`src/rtl/clk_phase_pkg.sv`:
```
// -----------------------------------------------------------------------------
// clk_phase_pkg
//   Shared definitions for the 6502/ANTIC-style phase clock generator:
//   default parameter values, the phase tuple type and the cycle decode
//   that maps a position inside the phi0 period onto the phase outputs.
//   The decode function is the single definition of the phase waveforms and
//   is used both by the generator and by its reference model.
// -----------------------------------------------------------------------------
package clk_phase_pkg;

  localparam int unsigned DIV_DEFAULT          = 32'd56;
  localparam int unsigned NONOVL_DEFAULT       = 32'd2;
  localparam int unsigned LOCK_PERIODS_DEFAULT = 32'd4;

  // One bit per derived phase clock.
  typedef struct packed {
    logic phi0;
    logic phi1;
    logic phi2;
    logic fphi0;
  } phase_t;

  // Decode a period position cnt (0..div-1) into the phase levels.
  //   phi0  : first half of the period
  //   phi2  : first half, minus a leading dead-band of nonovl cycles
  //   phi1  : second half, minus a leading dead-band of nonovl cycles
  //   fphi0 : four sub-periods per phi0 period, high in the first half of each
  function automatic phase_t phase_decode(input int unsigned cnt,
                                          input int unsigned div,
                                          input int unsigned nonovl);
    phase_t      p;
    int unsigned h;
    int unsigned q;
    h       = div / 32'd2;
    q       = div / 32'd4;
    p.phi0  = (cnt < h);
    p.phi2  = (cnt >= nonovl) && (cnt <= (h - 32'd1));
    p.phi1  = (cnt >= (h + nonovl)) && (cnt <= (div - 32'd1));
    p.fphi0 = ((cnt % q) < (q / 32'd2));
    return p;
  endfunction

endpackage

```
`src/rtl/clk_phase_lock_ctr.sv`:
```
// -----------------------------------------------------------------------------
// clk_phase_lock_ctr
//   Counts completed phi0 periods after reset and raises locked once
//   LOCK_PERIODS of them have elapsed. The count saturates so locked stays
//   set until the next reset.
//
// Ports
//   clk100  in   system clock
//   rst     in   synchronous active-high reset
//   wrap    in   the period counter wraps DIV-1 -> 0 on this edge
//   locked  out  registered lock flag, valid in the cycle the final wrap lands
// -----------------------------------------------------------------------------
module clk_phase_lock_ctr
  import clk_phase_pkg::*;
#(
  parameter int unsigned LOCK_PERIODS = LOCK_PERIODS_DEFAULT
) (
  input  logic clk100,
  input  logic rst,
  input  logic wrap,
  output logic locked
);

  localparam int unsigned LCW = $clog2(LOCK_PERIODS + 32'd1);
  localparam logic [LCW-1:0] LOCK_MAX = LCW'(LOCK_PERIODS);

  logic [LCW-1:0] lock_cnt_r;
  logic [LCW-1:0] lock_nxt_s;

  if (LOCK_PERIODS < 32'd1) begin : g_bad_lock
    $error("clk_phase_lock_ctr: LOCK_PERIODS must be at least 1");
  end

  // Next lock count: advance on a wrap, stop at LOCK_MAX.
  always_comb begin
    lock_nxt_s = lock_cnt_r;
    if (wrap && (lock_cnt_r < LOCK_MAX)) begin
      lock_nxt_s = lock_cnt_r + LCW'(1);
    end else begin
      lock_nxt_s = lock_cnt_r;
    end
  end

  // Lock counter and flag; the flag is set on the same edge the last wrap
  // lands so it lines up with cnt returning to 0.
  always_ff @(posedge clk100) begin
    if (rst) begin
      lock_cnt_r <= {LCW{1'b0}};
      locked     <= 1'b0;
    end else begin
      lock_cnt_r <= lock_nxt_s;
      locked     <= (lock_nxt_s == LOCK_MAX);
    end
  end

endmodule

```
`src/rtl/clk_phase_gen.sv`:
```
// -----------------------------------------------------------------------------
// clk_phase_gen
//   Derives the CPU clock set from clk100: phi0, non-overlapping phi1/phi2,
//   the 4x phase clock fphi0, phi2 edge strobes for clk100-domain logic, and
//   a locked flag. All outputs are registered; each register is loaded with
//   the decode of the count it will hold next, so outputs and count always
//   agree within a cycle. Downstream fabric should use the strobes, not clock
//   on the derived phases.
//
// Ports
//   clk100     in   system clock (the only clock)
//   RST        in   synchronous active-high reset
//   stretch    in   hold phi0/phi2 high; sampled only at cnt == H-1
//   fphi0      out  fast phase clock, period DIV/4
//   phi0       out  CPU master phase
//   phi1       out  inverted phase, non-overlapping with phi2
//   phi2       out  delayed phase, non-overlapping with phi1
//   phi2_rise  out  one-cycle strobe in the cycle phi2 becomes 1
//   phi2_fall  out  one-cycle strobe in the cycle phi2 becomes 0
//   locked     out  phases stable and valid
// -----------------------------------------------------------------------------
module clk_phase_gen
  import clk_phase_pkg::*;
#(
  parameter int unsigned DIV          = DIV_DEFAULT,
  parameter int unsigned NONOVL       = NONOVL_DEFAULT,
  parameter int unsigned LOCK_PERIODS = LOCK_PERIODS_DEFAULT
) (
  input  logic clk100,
  input  logic RST,
  input  logic stretch,
  output logic fphi0,
  output logic phi0,
  output logic phi1,
  output logic phi2,
  output logic phi2_rise,
  output logic phi2_fall,
  output logic locked
);

  localparam int unsigned CW = $clog2(DIV);
  localparam logic [CW-1:0] LAST_C   = CW'(DIV - 32'd1);
  localparam logic [CW-1:0] H_C      = CW'(DIV / 32'd2);
  localparam logic [CW-1:0] HM1_C    = CW'((DIV / 32'd2) - 32'd1);
  localparam logic [CW-1:0] NONOVL_C = CW'(NONOVL);

  if (((DIV % 32'd4) != 32'd0) || (DIV < 32'd8)) begin : g_bad_div
    $error("clk_phase_gen: DIV must be a multiple of 4 and at least 8");
  end
  if ((NONOVL < 32'd1) || (NONOVL > ((DIV / 32'd4) - 32'd1))) begin : g_bad_nonovl
    $error("clk_phase_gen: NONOVL must be in 1 .. DIV/4-1");
  end

  logic [CW-1:0] cnt_r;
  logic [CW-1:0] cnt_nxt_s;
  logic          run_r;   // 0 in reset cycles: the exit into cnt = 0 is not a wrap
  logic          hold_s;
  logic          wrap_s;
  phase_t        dec_s;

  assign hold_s = (cnt_r == HM1_C) && stretch;
  assign wrap_s = (cnt_r >= LAST_C) && run_r && !RST;

  // Next count: hold at H-1 while stretched, wrap after DIV-1, else advance.
  // Out-of-range values (upset) also fold back to 0.
  always_comb begin
    cnt_nxt_s = cnt_r;
    if (hold_s) begin
      cnt_nxt_s = cnt_r;
    end else if (cnt_r >= LAST_C) begin
      cnt_nxt_s = {CW{1'b0}};
    end else begin
      cnt_nxt_s = cnt_r + CW'(1);
    end
  end

  // Phase levels for the count about to be loaded.
  always_comb begin
    dec_s = phase_decode(32'(cnt_nxt_s), DIV, NONOVL);
  end

  // Counter and registered outputs; reset parks the counter at DIV-1 so the
  // first cycle after release starts a fresh period at cnt = 0.
  always_ff @(posedge clk100) begin
    if (RST) begin
      cnt_r     <= LAST_C;
      run_r     <= 1'b0;
      phi0      <= 1'b0;
      phi1      <= 1'b0;
      phi2      <= 1'b0;
      fphi0     <= 1'b0;
      phi2_rise <= 1'b0;
      phi2_fall <= 1'b0;
    end else begin
      cnt_r     <= cnt_nxt_s;
      run_r     <= 1'b1;
      phi0      <= dec_s.phi0;
      phi1      <= dec_s.phi1;
      phi2      <= dec_s.phi2;
      fphi0     <= dec_s.fphi0;
      // NONOVL < H-1, so the count can never be held on the rise position.
      phi2_rise <= (cnt_nxt_s == NONOVL_C);
      phi2_fall <= (cnt_nxt_s == H_C) && !hold_s;
    end
  end

  clk_phase_lock_ctr #(
    .LOCK_PERIODS(LOCK_PERIODS)
  ) u_lock (
    .clk100(clk100),
    .rst   (RST),
    .wrap  (wrap_s),
    .locked(locked)
  );

endmodule

```
`config.mk`:
```
export PLATFORM = sky130hd
export DESIGN_NAME = clk_phase_gen
export DESIGN_NICKNAME = d
export VERILOG_FILES = /design/src/rtl/clk_phase_pkg.sv /design/src/rtl/clk_phase_lock_ctr.sv /design/src/rtl/clk_phase_gen.sv
export SDC_FILE = /design/constraint.sdc
export NUM_CORES = 1
export LEC_CHECK = 0
export ABC_AREA = 1
export CORE_MARGIN = 4
export CORE_UTILIZATION = 55
export CTS_CLUSTER_SIZE = 12
export DETAILED_ROUTE_END_ITERATION = 8
export PLACE_DENSITY_LB_ADDON = 0.2
export REMOVE_ABC_BUFFERS = 1
export SLEW_MARGIN = 30
export SYNTH_ARGS = -nofsm -noshare
export SYNTH_HDL_FRONTEND = slang
export SYNTH_SLANG_ARGS = --single-unit
```
`constraint.sdc`:
```
create_clock -name clk100 -period 6.1 [get_ports clk100]
set_input_delay 0.915 -clock clk100 [delete_from_list [all_inputs] [get_ports clk100]]
set_output_delay 0.915 -clock clk100 [all_outputs]
set_load 0.05 [all_outputs]
```
### Yosys cells after proc, flatten, opt, wreduce, memory -nomap -nowiden

Cells that the tools add are included.

* muxes and demuxes: 4
* equal/unequal tests: 4
* divide/modulo/power cells: 1
* reductions and logical operators: 9
* add/subtract/negate cells: 2
* $lt $le $gt $ge: 8

Operator list (count)
* < comparator 32 x 3 -> 1 bit (second input constant): 1
* modulo 6 x 4 -> 32 bit (second input constant): 1
* equality test 6 x 5 -> 1 bit (second input constant): 2
* two-way mux 6 bit: 2
* logical AND 1 bit: 7
* adder 6 x 1 -> 6 bit (second input constant): 1
* equality test 6 x 2 -> 1 bit (second input constant): 1
* greater-or-equal comparator 6 x 2 -> 1 bit (second input constant): 1
* greater-or-equal comparator 6 x 5 -> 1 bit (second input constant): 1
* greater-or-equal comparator 6 bit (second input constant): 1
* <= comparator 6 x 5 -> 1 bit (second input constant): 1
* <= comparator 6 bit (second input constant): 1
* < comparator 6 x 5 -> 1 bit (second input constant): 1
* adder 3 x 1 -> 3 bit (second input constant): 1
* equality test 3 bit (second input constant): 1
* < comparator 3 bit (second input constant): 1
* two-way mux 3 bit: 1
* zero test 1 bit: 2
* two-way mux 1 bit: 1

* word-level logic and storage cells: 38
* bits of input ports: 3
* output and inout port bits: 7
* register bits: 17

### Depth between registers and ports, before layout

* depth in word-level cells: 6
* gate-level depth with buffers: 26
* depth with buffers taken out: 25

### By module

A second synthesis with hierarchy kept.

* cells, all modules: 185
* area total of the unflattened synthesis: 1355.0 um2

Modules (own cells, without submodules)
* clk_phase_gen: times used 1, area each 1197.4 um2, sequential area each 260.2 um2, cells an instance 165
* clk_phase_lock_ctr: times used 1, area each 157.7 um2, sequential area each 80.1 um2, cells an instance 20

### Least setup slack after synthesis

OpenSTA, ideal clock, no wires.

* path kind: register to register
* start: register cnt_r[1]
* end: register fphi0
* path slack: 3134 ps
* clock period less this slack: 2966 ps
* arrival time: 2904 ps
* buffers on the path: 1
* required time: 6038 ps
* setup time: 62 ps
* stages on the path, launching flop included: 26
* path through: dfxtp_1 > ha_1 > nand2_2 > nand3_4 > nand2_8 > nand2_4 > inv_4 > ha_1 > clkbuf_1 > ha_1 > inv_1 > nand2_1 > nor2_1 > nor2_2 > nor2_8 > nand2_4 > nand2_2 > nand2_1 > inv_1 > ha_1 > inv_1 > nor2_2 > o21ai_0 > o21ai_0 > nand2_1 > nor2_2

* longest elaborated chain between the ends: 5
* elaborated cells between the ends (all ways): 8
* classes of those cells: add/sub: 1; div: 1; order compare: 2; eq/ne: 1; mux: 2; reduce/logical: 1

RTL lines
* from (decl): RTL line clk_phase_gen.sv:54 `logic [CW-1:0] cnt_r;`
* from (signal assigned): RTL line clk_phase_gen.sv:95 `cnt_r <= cnt_nxt_s;`
* adder 6 x 1 -> 6 bit (tied with other cells): RTL line clk_phase_gen.sv:73 `cnt_nxt_s = cnt_r + CW'(1);`
* two-way mux 6 bit or logical AND 1 bit (tied branches): RTL line clk_phase_gen.sv:70, clk_phase_gen.sv:61
* two-way mux 6 bit *: RTL line clk_phase_gen.sv:68 `if (hold_s) begin`
* net cnt_nxt_s[4]: RTL line clk_phase_gen.sv:55 `logic [CW-1:0] cnt_nxt_s;`
* modulo 6 x 4 -> 32 bit *: RTL line clk_phase_pkg.sv:39 `p.fphi0 = ((cnt % q) < (q / 32'd2));`
* < comparator 32 x 3 -> 1 bit *: RTL line clk_phase_pkg.sv:39
* to (signal assigned): RTL line clk_phase_gen.sv:100 `fphi0 <= dec_s.fphi0;`
* to (decl): RTL line clk_phase_gen.sv:32 `output logic fphi0,`

Mark *: on every way through the listed nets, which the timed path passes. The rest lies on a longest branch.
A chain may end at the register's enable or synchronous reset.

### Worst setup path in the final report

Same ends and word-level chain as after synthesis.

==> impl_metrics.py <==
metrics = {
    "logic_synthesis": {
        "yosysTopAreaCell": "dfxtp_1",
        "ys_seq_elements": 17,
        "synth_edf_count": 0,
        "synth.avg_cell_area_sq_um": 7.57,
        "synth_top_area_share_pct": 26.3,
        "ys_warn_count": 0,
        "ys_types": 35,
        "synth_cells": 171,
        "ys_seq_area_share_pct": 26.3,
        "ys.flop_type": "dfxtp_1",
        "yosys-top-cells-area": "dfxtp_1 26%, nand2_1 8.1%, ha_1 6.8%",
        "netlist_area_sq_um": 1290,
        "synthArstFlopShare_pct": 0,
    },
    "critical_path": {
        "cp-start-kind": "flip-flop",
        "worstReg2RegEnd": "fphi0$_SDFF_PP0_",
        "arrival_ns": 3.53,
        "cpLargestDelayFamily": "simple AND/OR/NAND/NOR gates",
        "end_kind": "flip-flop",
        "cp_max_fo": 8,
        "r2r_start": "cnt_r[1]$_SDFF_PP1_",
        "critical_path_required_ns": 6.35,
        "worst-r2r-cell-count": 24,
        "cp_common_cell": "ha_1",
        "crit_chain": "ha_1 > nand2_2 > nand3_4 > nand2_8 > nand3_4 > inv_2 > ha_1 > ha_1 > inv_1 > nand2_1 > nor2_1 > nor2_2 > nor2_8 > nand2_4 > nand2_2 > nand2_1 > inv_1 > ha_1 > inv_1 > nor2_2 > o21ai_0 > o21ai_0 > nand2_1 > nor2_2",
        "crit_buf_inv": 4,
        "r2r_setup_slack_ns": 2.82,
        "critPathSlowestCell": "dfxtp_1",
        "crit_type": "reg -> reg",
        "max_stage_delay_ns": 0.44,
    },
    "sta": {
        "fin_crit_ns": 3.28,
        "tns_ns": 0,
        "fin_crit_sh_pct": 53.8,
        "fmax_mhz": 305,
        "finClkSkew_ns": 0.00218,
        "relSlewSlack_pct": 66.4,
        "tightest_slew_ns": 0.503,
        "hold_violations": 0,
        "rsz0062_at_grt": "no",
        "setup_viol_count_final": 0,
        "slew_viol_final": 0,
    },
    "grt": {
        "grt_first_pass_wirelength_mm": 4.28,
        "grt_use_total_pct": 16.2,
        "grt_max_degree": 12,
        "grt_pass1_vias": 1031,
        "antenna_found_initial": 0,
        "grt.overflow.total": 0,
    },
    "layout": {
        "drive_gt1_share_pct": 22.7,
        "area_growth_pct": 10.5,
        "fin_nets": 192,
        "post-route-util_pct": 64.1,
        "diodes": 0,
    },
    "clock_network": {
        "cts_tree": "built",
        "root_buffer": "clkbuf_4",
        "cts_resized": 0,
        "holdBufCountCts": 0,
        "post-cts-setup-buffers": 0,
        "clockBufferDepth": 2,
        "cts_sinks": 17,
        "worstSkewPairLatency_ns": 0.30,
        "clk_pin_slew_ns": 0.10,
        "numCtsBuffers": 3,
        "htree_levels": 1,
    },
    "route": {
        "ant_nets": 0,
        "drc_errors": 0,
        "drtIter0Drc": 26,
        "vias": 1043,
        "vias_per_cell": 4.99,
        "routed_wl_mm": 2.36,
        "wl_per_cell_um": 11.3,
        "dr.pass1.iters": 4,
    },
    "min_path": {
        "min_to": "u_lock.lock_cnt_r[2]$_SDFF_PP0_",
        "min_path_cells": 2,
        "worstHoldStart": "u_lock.lock_cnt_r[2]$_SDFF_PP0_",
        "hp-class": "reg -> reg",
    },
    "floorplan": {
        "ios": 10,
        "die_h_um": 56.5,
        "initial_utilization_pct": 58.0,
        "die_w_um": 56.5,
        "rows": 17,
        "coreArea_sq_um": 2230,
        "dieArea_sq_um": 3200,
    },
    "job": {
        "maxCapViolations": 0,
    },
    "placed_design": {
        "dp_hpwl_mm": 2.00,
        "io_buffers": 9,
        "place.gp.congestion": 0.816,
    },
    "outcome": {
        "status": "finished clean",
    },
}
-- cells by family (layout without fill, tap and decap cells) --
group / Yosys count / after routing / share of synthesized area [%]
compound gates: 12 / 12 / 7.05
xor+xnor: 2 / 2 / 1.35
fa+ha+maj: 7 / 7 / 6.76
buf+inv: 33 / 43 / 10.3
flops: 17 / 17 / 26.3
mux: 1 / 1 / 0.773
simple gates: 99 / 99 / 47.4
-- cell type report --
class / instances / area (sq um)
multi-input cells: 121 / 821
fillers: 207 / 802
flip-flops and latches: 17 / 340
inverters: 30 / 115
repair buffers: 9 / 90.1
well taps: 28 / 35.0
clock buffers: 3 / 22.5
clock inverters: 1 / 7.51
-- layer usage --
layer,up-vias,GRT usage [%],wire [um],share of wire [%]
met2,13,29.4,1170,50
met1,460,19.9,1110,47
li1,568,-,-,-
met4,0,2.03,14,0.59
met3,2,3.45,65,2.7
met5,-,0,0,0
-- worst max-delay path by stage --
stage,endpoint,cells after the start,startpoint
5_1_grt,fphi0$_SDFF_PP0_,24,cnt_r[1]$_SDFF_PP1_
4_1_cts,fphi0$_SDFF_PP0_,24,cnt_r[1]$_SDFF_PP1_
3_5_place_dp,fphi0$_SDFF_PP0_,24,cnt_r[1]$_SDFF_PP1_
3_3_place_gp,fphi0$_SDFF_PP0_,24,cnt_r[1]$_SDFF_PP1_
2_1_floorplan,fphi0$_SDFF_PP0_,24,cnt_r[1]$_SDFF_PP1_
6_report,fphi0$_SDFF_PP0_,24,cnt_r[1]$_SDFF_PP1_
-- synth_stat cells, types with 5 or more instances --
master,instances
nor2_1,16
nor2_2,5
inv_1,21
nand3_1,15
nand2_2,8
nand2_4,5
ha_1,7
nand2_1,28
dfxtp_1,17
-- state kept, by name, indices dropped and copies added, names as in the netlist --
signal and count:
u_lock.locked 1, phi2_fall 1, phi1 1, phi2 1, fphi0 1, phi2_rise 1, cnt_r 6, u_lock.lock_cnt_r 3
run_r 1, phi0 1
-- metrics by stage --
step	hold WS (ns)	instance area [sq um]	cells	setup slack (ns)
after floorplan	0.441	1280	168	3.19
after global placement	0.471	1400	205	2.92
after detailed placement	0.470	1400	205	2.86
after CTS	0.486	1430	209	2.82
after global routing	0.523	1430	209	2.58
final	0.486	1430	209	2.82
-- worst min-delay path, cell delays in order (launching register included) --
cell and delay [ns]:
dfxtp_1 0.31, inv_1 0.06, a21oi_1 0.07
-- layout by cell type (no fill, tap or decap), types with 2 or more instances in the layout --
cell type / netlist / final
xor2_1: 2 / 2
inv_2: 4 / 4
nor2_8: 2 / 2
nand3_2: 4 / 4
dfxtp_1: 17 / 17
nor2_2: 5 / 5
nand2_2: 8 / 8
o21ai_0: 4 / 4
nor2_1: 16 / 16
ha_1: 7 / 7
clkdlybuf4s50_1: 0 / 9
nand3_1: 15 / 15
o21ai_1: 2 / 2
nor3_1: 4 / 4
nand2_1: 28 / 28
clkinv_1: 4 / 4
inv_1: 21 / 21
nand4_1: 3 / 3
nand3_4: 3 / 3
clkbuf_4: 0 / 3
nand2_4: 5 / 5
Power is left out: the tool's default activity adds up to more than one toggle a clock period on the data nets, which glitch-free logic cannot reach.
